[src/rtl/mux_pkg.sv]
// Shared types and helpers for the arb_mux round-robin gatherer.
package mux_pkg;
  localparam int MAX_M    = 64;
  localparam int RST_DATA = 0;

  typedef enum logic {SLOT_EMPTY = 1'b0, SLOT_FULL = 1'b1} slot_e;

  function automatic int num_src(input int s);
    return 1 << s;
  endfunction

  // First requesting index scanning ptr, ptr+1, ... modulo m; -1 when nothing requests.
  // The scan runs backwards so the smallest rotation offset is written last and wins.
  function automatic int rr_pick(input logic [MAX_M-1:0] req, input int ptr, input int m);
    int pick;
    int j;
    pick = -1;
    for (int k = MAX_M - 1; k >= 0; k--) begin
      j = (ptr + k) & (m - 1);
      if (k < m && req[j[5:0]]) pick = j;
    end
    return pick;
  endfunction
endpackage

[src/rtl/rr_arbiter.sv]
// Round-robin arbiter with optional packet lock; owns the rotation pointer and lock state.
module rr_arbiter
  import mux_pkg::*;
#(
  parameter  int S = 1,
  localparam int M = num_src(S)
) (
  input  logic         clk,
  input  logic         reset,
  input  logic [M-1:0] req,
  input  logic         advance,
  input  logic         lock_hold,
  output logic [M-1:0] grant,
  output logic [S-1:0] grant_idx
);
  logic [S-1:0] ptr_q;
  logic         lock_q;
  logic [S-1:0] lock_idx_q;
  int           pick;

  always_comb begin
    pick      = rr_pick(MAX_M'(req), int'(ptr_q), M);
    grant     = '0;
    grant_idx = '0;
    if (lock_q) begin
      // While locked only the owner may be granted; an idle owner yields no grant at all.
      if (req[lock_idx_q]) begin
        grant_idx         = lock_idx_q;
        grant[lock_idx_q] = 1'b1;
      end
    end else if (pick >= 0) begin
      grant_idx        = S'(pick);
      grant[grant_idx] = 1'b1;
    end
  end

  always_ff @(posedge clk) begin
    if (reset) begin
      ptr_q      <= '0;
      lock_q     <= 1'b0;
      lock_idx_q <= '0;
    end else if (advance) begin
      if (lock_hold) begin
        lock_q     <= 1'b1;
        lock_idx_q <= grant_idx;
      end else begin
        lock_q <= 1'b0;
        ptr_q  <= grant_idx + 1'b1;
      end
    end
  end
endmodule

[src/rtl/arb_mux.sv]
// Many-to-one valid/ready gatherer with round-robin arbitration and a registered output slot.
// Define ARB_MUX_LOCK_EN to add in_last and hold arbitration for a whole packet.
module arb_mux
  import mux_pkg::*;
#(
  parameter  int N = 2,
  parameter  int S = 1,
  localparam int M = num_src(S)
) (
  input  logic                clk,
  input  logic                reset,
  input  logic [M-1:0]        in_valid,
  input  logic [M-1:0][N-1:0] in_data,
  output logic [M-1:0]        in_ready,
`ifdef ARB_MUX_LOCK_EN
  input  logic [M-1:0]        in_last,
`endif
  output logic                out_valid,
  output logic [N-1:0]        out_data,
  output logic [S-1:0]        out_select,
  input  logic                out_ready
);
  slot_e        slot_q;
  logic [N-1:0] data_q;
  logic [S-1:0] sel_q;
  logic         load;
  logic         take;
  logic         lock_hold;
  logic [M-1:0] grant;
  logic [S-1:0] grant_idx;

  assign out_valid  = (slot_q == SLOT_FULL);
  assign out_data   = data_q;
  assign out_select = sel_q;

  // The slot can take a word when empty or when its current word leaves this cycle.
  assign load     = !out_valid || out_ready;
  assign in_ready = (load && !reset) ? grant : '0;
  assign take     = |in_ready;

`ifdef ARB_MUX_LOCK_EN
  assign lock_hold = ~|(in_last & grant);
`else
  assign lock_hold = 1'b0;
`endif

  rr_arbiter #(.S(S)) u_arb (
    .clk       (clk),
    .reset     (reset),
    .req       (in_valid),
    .advance   (take),
    .lock_hold (lock_hold),
    .grant     (grant),
    .grant_idx (grant_idx)
  );

  always_ff @(posedge clk) begin
    if (reset) begin
      slot_q <= SLOT_EMPTY;
      data_q <= N'(RST_DATA);
      sel_q  <= '0;
    end else if (load) begin
      if (take) begin
        slot_q <= SLOT_FULL;
        data_q <= in_data[grant_idx];
        sel_q  <= grant_idx;
      end else begin
        slot_q <= SLOT_EMPTY;
      end
    end
  end
endmodule

[config.mk]
export PLATFORM = sky130hd
export DESIGN_NAME = arb_mux
export DESIGN_NICKNAME = d
export VERILOG_FILES = /design/src/rtl/mux_pkg.sv /design/src/rtl/rr_arbiter.sv /design/src/rtl/arb_mux.sv
export SDC_FILE = /design/constraint.sdc
export NUM_CORES = 1
export LEC_CHECK = 0
export CORE_AREA = 2 2 39 41
export CTS_CLUSTER_DIAMETER = 150
export DETAILED_ROUTE_END_ITERATION = 10
export DIE_AREA = 0 0 41 43
export GPL_TIMING_DRIVEN = 0
export PLACE_DENSITY = 0.55
export SLEW_MARGIN = 20
export SYNTH_ARGS = -nofsm -noshare
export SYNTH_HDL_FRONTEND = slang
export SYNTH_HIERARCHICAL = 1
export SYNTH_SLANG_ARGS = --single-unit
[constraint.sdc]
create_clock -name clk -period 1.7 [get_ports clk]
set_input_delay 0.17 -clock clk [delete_from_list [all_inputs] [get_ports clk]]
set_output_delay 0.17 -clock clk [all_outputs]
set_load 0.03 [all_outputs]
## After elaboration in Yosys (flattened, before gate mapping)

Index checks and enable logic that the tools add are counted.

- Add/sub/neg operators: 2
- Magnitude comparators: 6
- Mux-type cells: 14
- Reduce and logical (&&, ||, !) cells: 7

Operators by type and width:

| kind | count |
|---|---|
| 2-to-1 mux 32 bit | 2 |
| >= comparator 32 x 1 -> 1 bit (second input constant) | 1 |
| less-than comparator 1 x 7 -> 1 bit (second input constant) | 2 |
| 2-to-1 mux 2 bit | 4 |
| 2-to-1 mux 1 bit | 7 |
| less-than comparator 1 x 2 -> 1 bit (second input constant) | 2 |
| adder 1 bit (second input constant) | 2 |
| logical AND 1 bit | 2 |
| logical NOT 1 bit | 2 |
| AND reduction 2 bit | 1 |
| OR reduction 2 bit | 1 |
| demux 1 bit (select 1 bit) | 1 |
| >= comparator 1 bit (second input constant) | 1 |
| logical OR 1 bit | 1 |

- Bits in registers: 5
- Output and inout port bits: 6
- Word-level logic and storage cells: 33

## Depth between registers and ports, before layout

- Depth after elaboration: 13
- Gate-level depth with buffers: 9

## Modules after synthesis

The synthesis kept the hierarchy.

By module, submodules not included:

| module | times used | cells an instance | area an instance (sq um) | seq. area each (sq um) |
|---|---|---|---|---|
| arb_mux | 1 | 23 | 209.0 | 80.1 |
| rr_arbiter | 1 | 22 | 171.4 | 60.1 |

## Worst setup path before layout

Ideal clock, no wire load.

- Path type: register to register
- Start point: register, netlist name u_arb/lock_q
- End point: register u_arb.ptr_q
- Library setup time: 0.120 ns
- Arrival: 1.706 ns
- Required time: 1.580 ns
- Slack: -0.126 ns
- Cell stages (with the launch flop): 9
- Buffers on the path: 1
- Period minus slack after synthesis: 1.826 ns
- Cells stage by stage: dfxtp_1 -> inv_1 -> and3_1 -> nor2_1 -> buf_4 -> nor2_1 -> nor3_2 -> or2b_1 -> o31a_1

RTL lines:

| item | RTL line | RTL |
|---|---|---|
| end signal: assignment | rr_arbiter.sv:48 | `ptr_q <= grant_idx + 1'b1;` |
| end: declaration | rr_arbiter.sv:16 | `logic [S-1:0] ptr_q;` |

==> flow_metrics.tcl <==
set metrics [dict create \
    powerDensity_mw_per_mm2 780 \
    finalCritPeriodShare 0.970 \
    holdCritStartpoint "in_valid[1]" \
    start_kind "flop" \
    hold_violations 0 \
    synth.area.top_cells "dfxtp_1 37%, a21oi_1 5.3%, mux2i_1 5.3%" \
    status "completed" \
    ir_drop_mv 0.367 \
    min_to "u_arb/ptr_q" \
    vias 399 \
    placed_area_um2 558 \
    reg2reg_to "u_arb/ptr_q" \
    syn_inst 45 \
    wl_met2_um 452 \
    maxSlewViolCount 0 \
    antenna_found_initial 0 \
    stdcell_area_um2 629 \
    grt_start_max_net_pins 9 \
    cts-root-buf "clkbuf_4" \
    rsz0062_at_grt "yes" \
    antenna_left 0 \
    die_area_mm2 0.00176 \
    route.met3.wl_um 57 \
    cts.sinks 7 \
    dp_hpwl_um 678 \
    start_util 0.275 \
    synth_area_um2 380 \
    fmax_ghz 0.606 \
    met1_length_um 441 \
    yosysTopAreaCell "dfxtp_1" \
    critical_path_class "flop to flop" \
    synth.yosys.seq_area_share 0.368 \
    boundaryPins 15 \
    grt_pass1_vias 354 \
    diodes 0 \
    drive_above_1_share 0.294 \
    cp_data_arrival_time_ns 1.80 \
    fin_crit_ns 1.65 \
    avgRoutedWirePerCell_um 11.3 \
    fin_ws_ns 0.0505 \
    endpoint_kind "flop" \
    clk_pin_slew_ns 0.06 \
    die_w_um 41 \
    area_growth_pct 65.5 \
    via_per_inst 4.75 \
    port_buffers 14 \
    routabilityCongestion 0.686 \
    finalSetupViolCount 0 \
    nets 78 \
    rrSetupSlack_ns 0.05 \
    die_h_um 43 \
    min_path_cells 3 \
    cts_buffer_depth 2 \
    postCtsHoldBufs 0 \
    cts_buffers 3 \
    post-place-ws_ns -0.450 \
    synth.distinct_cells 25 \
    h-tree-depth 1 \
    drc 0 \
    cp_data_required_time_ns 1.85 \
    fp-row-count 14 \
    path_max_fanout 6 \
    worstRegToRegCells 8 \
    drv_cap 0 \
    timing.clock.skew_ns 0.00335 \
    r2r-start "u_arb/lock_q" \
    coreArea_mm2 0.00138 \
    p_leak_nw 0.270 \
    avgSynthCellArea_um2 8.45 \
    grt_pass1_wl_um 1520 \
    synth-seq-cells 7 \
    drt_first_pass_iters 3 \
    overflow 0 \
    top_layer "met3" \
    drt-total-wl_um 950 \
    drt-initial-drc-count 3 \
    crit_start "u_arb/lock_q" \
    synth_top_area_share 0.368 \
    min_path_type "primary input to flop" \
    yosys_warnings 6 \
    cts_tree "done" \
    worstSkewPairLatency_ns 0.26 \
    grt_usage 0.133 \
]
-- worst max-delay path, cell delays in order (launching register included) --
cell     delay [ns]
dfxtp_4        0.37
inv_2          0.04
and3_4         0.17
nor2_4         0.11
buf_4          0.13
nor2_4         0.05
nor3_4         0.19
or2b_1         0.26
o31a_1         0.23
-- per-stage QoR --
| stage | hold WS, ns | power, W | instances | util | setup TNS (ns) |
|---|---|---|---|---|---|
| final | 0.317 | 0.000491 | 84 | 0.455 | 0 |
| after global routing | 0.314 | 0.000520 | 84 | 0.455 | -0.0253 |
| after CTS | 0.498 | 0.000493 | 83 | 0.440 | 0 |
| after detailed placement | 0.484 | 0.000320 | 76 | 0.403 | -1.50 |
| after global placement | 0.487 | 0.000319 | 76 | 0.403 | -1.44 |
| after floorplan | 0.232 | 0.000266 | 46 | - | 0 |
-- synthesized netlist by cell type, drive strengths merged --
cell type	count
a2111o	1
a211oi	2
a21oi	4
a31oi	2
and2	1
and3	3
buf	1
conb	1
dfxtp	7
inv	4
mux2i	2
nand2	3
nand2b	1
nand4	1
nor2	2
nor2b	1
nor3	1
o211ai	1
o21ai	2
o311a	1
o31a	1
or2	1
or2b	2
-- flip-flops by register name, indices dropped and copies added, names as in the netlist --
| name | flops |
|---|---|
| out_data | 2 |
| out_select | 1 |
| out_valid | 1 |
| u_arb/lock_idx_q | 1 |
| u_arb/lock_q | 1 |
| u_arb/ptr_q | 1 |
-- area by class of cell --
cell class | instances | area [um^2]
clock buffers | 4 | 26.3
well taps | 16 | 20.0
plain buffers | 1 | 7.51
flip-flops and latches | 7 | 144
fillers | 142 | 754
inverters | 4 | 15.0
repair buffers | 18 | 165
multi-input cells | 34 | 251
-- layer usage --
| layer | global-route usage | vias to the layer above |
|---|---|---|
| li1 | - | 207 |
| met1 | 0.170 | 184 |
| met2 | 0.181 | 8 |
| met3 | 0.0628 | 0 |
| met4 | 0.0600 | 0 |
| met5 | 0 | - |
-- cell families (layout without fill, tap and decap cells) --
logic type / after synthesis / in the layout / synth area share
simple gates: 16 / 16 / 0.260
compound gates: 14 / 14 / 0.250
flops: 7 / 7 / 0.368
buf+inv: 5 / 27 / 0.0592
mux: 2 / 2 / 0.0526
other cells: 1 / 2 / 0.00986
-- report_power, final --
| group | switching, W | internal (W) | total (W) |
|---|---|---|---|
| sequential | 0.00000737 | 0.000176 | 0.000183 |
| clock | 0.0000681 | 0.0000900 | 0.000158 |
| combinational | 0.0000744 | 0.0000752 | 0.000150 |
| total | 0.000150 | 0.000341 | 0.000491 |
-- cell usage in the layout (no fill, tap or decap), types with 2 or more instances in the layout --
cell type         n
clkdlybuf4s50_1  10
dfxtp_1           6
buf_4             5
a21oi_1           4
nand2_1           3
clkbuf_4          3
nor2_4            2
inv_1             2
mux2i_1           2
a31oi_1           2
a211oi_1          2
dlymetal6s2s_1    2
buf_2             2
inv_2             2
conb_1            2
-- repair_timing --
action / in CTS / in global routing
cloned: 0 / 0
pin swaps: 2 / 4
setup buffers: 3 / 1
endpoints found under the setup margin: 3 / 5
gates resized for setup: 10 / 9
-- worst max-delay path by stage --
stage,to,cells after the start,slack [ns]
2_1_floorplan,u_arb/ptr_q,8,0.007
3_3_place_gp,u_arb/ptr_q,8,-0.44
3_5_place_dp,u_arb/ptr_q,8,-0.45
4_1_cts,in_ready[0],5,0.002
5_1_grt,u_arb/ptr_q,9,-0.03
6_report,u_arb/ptr_q,8,0.05
(Power assumes the default switching activity.)
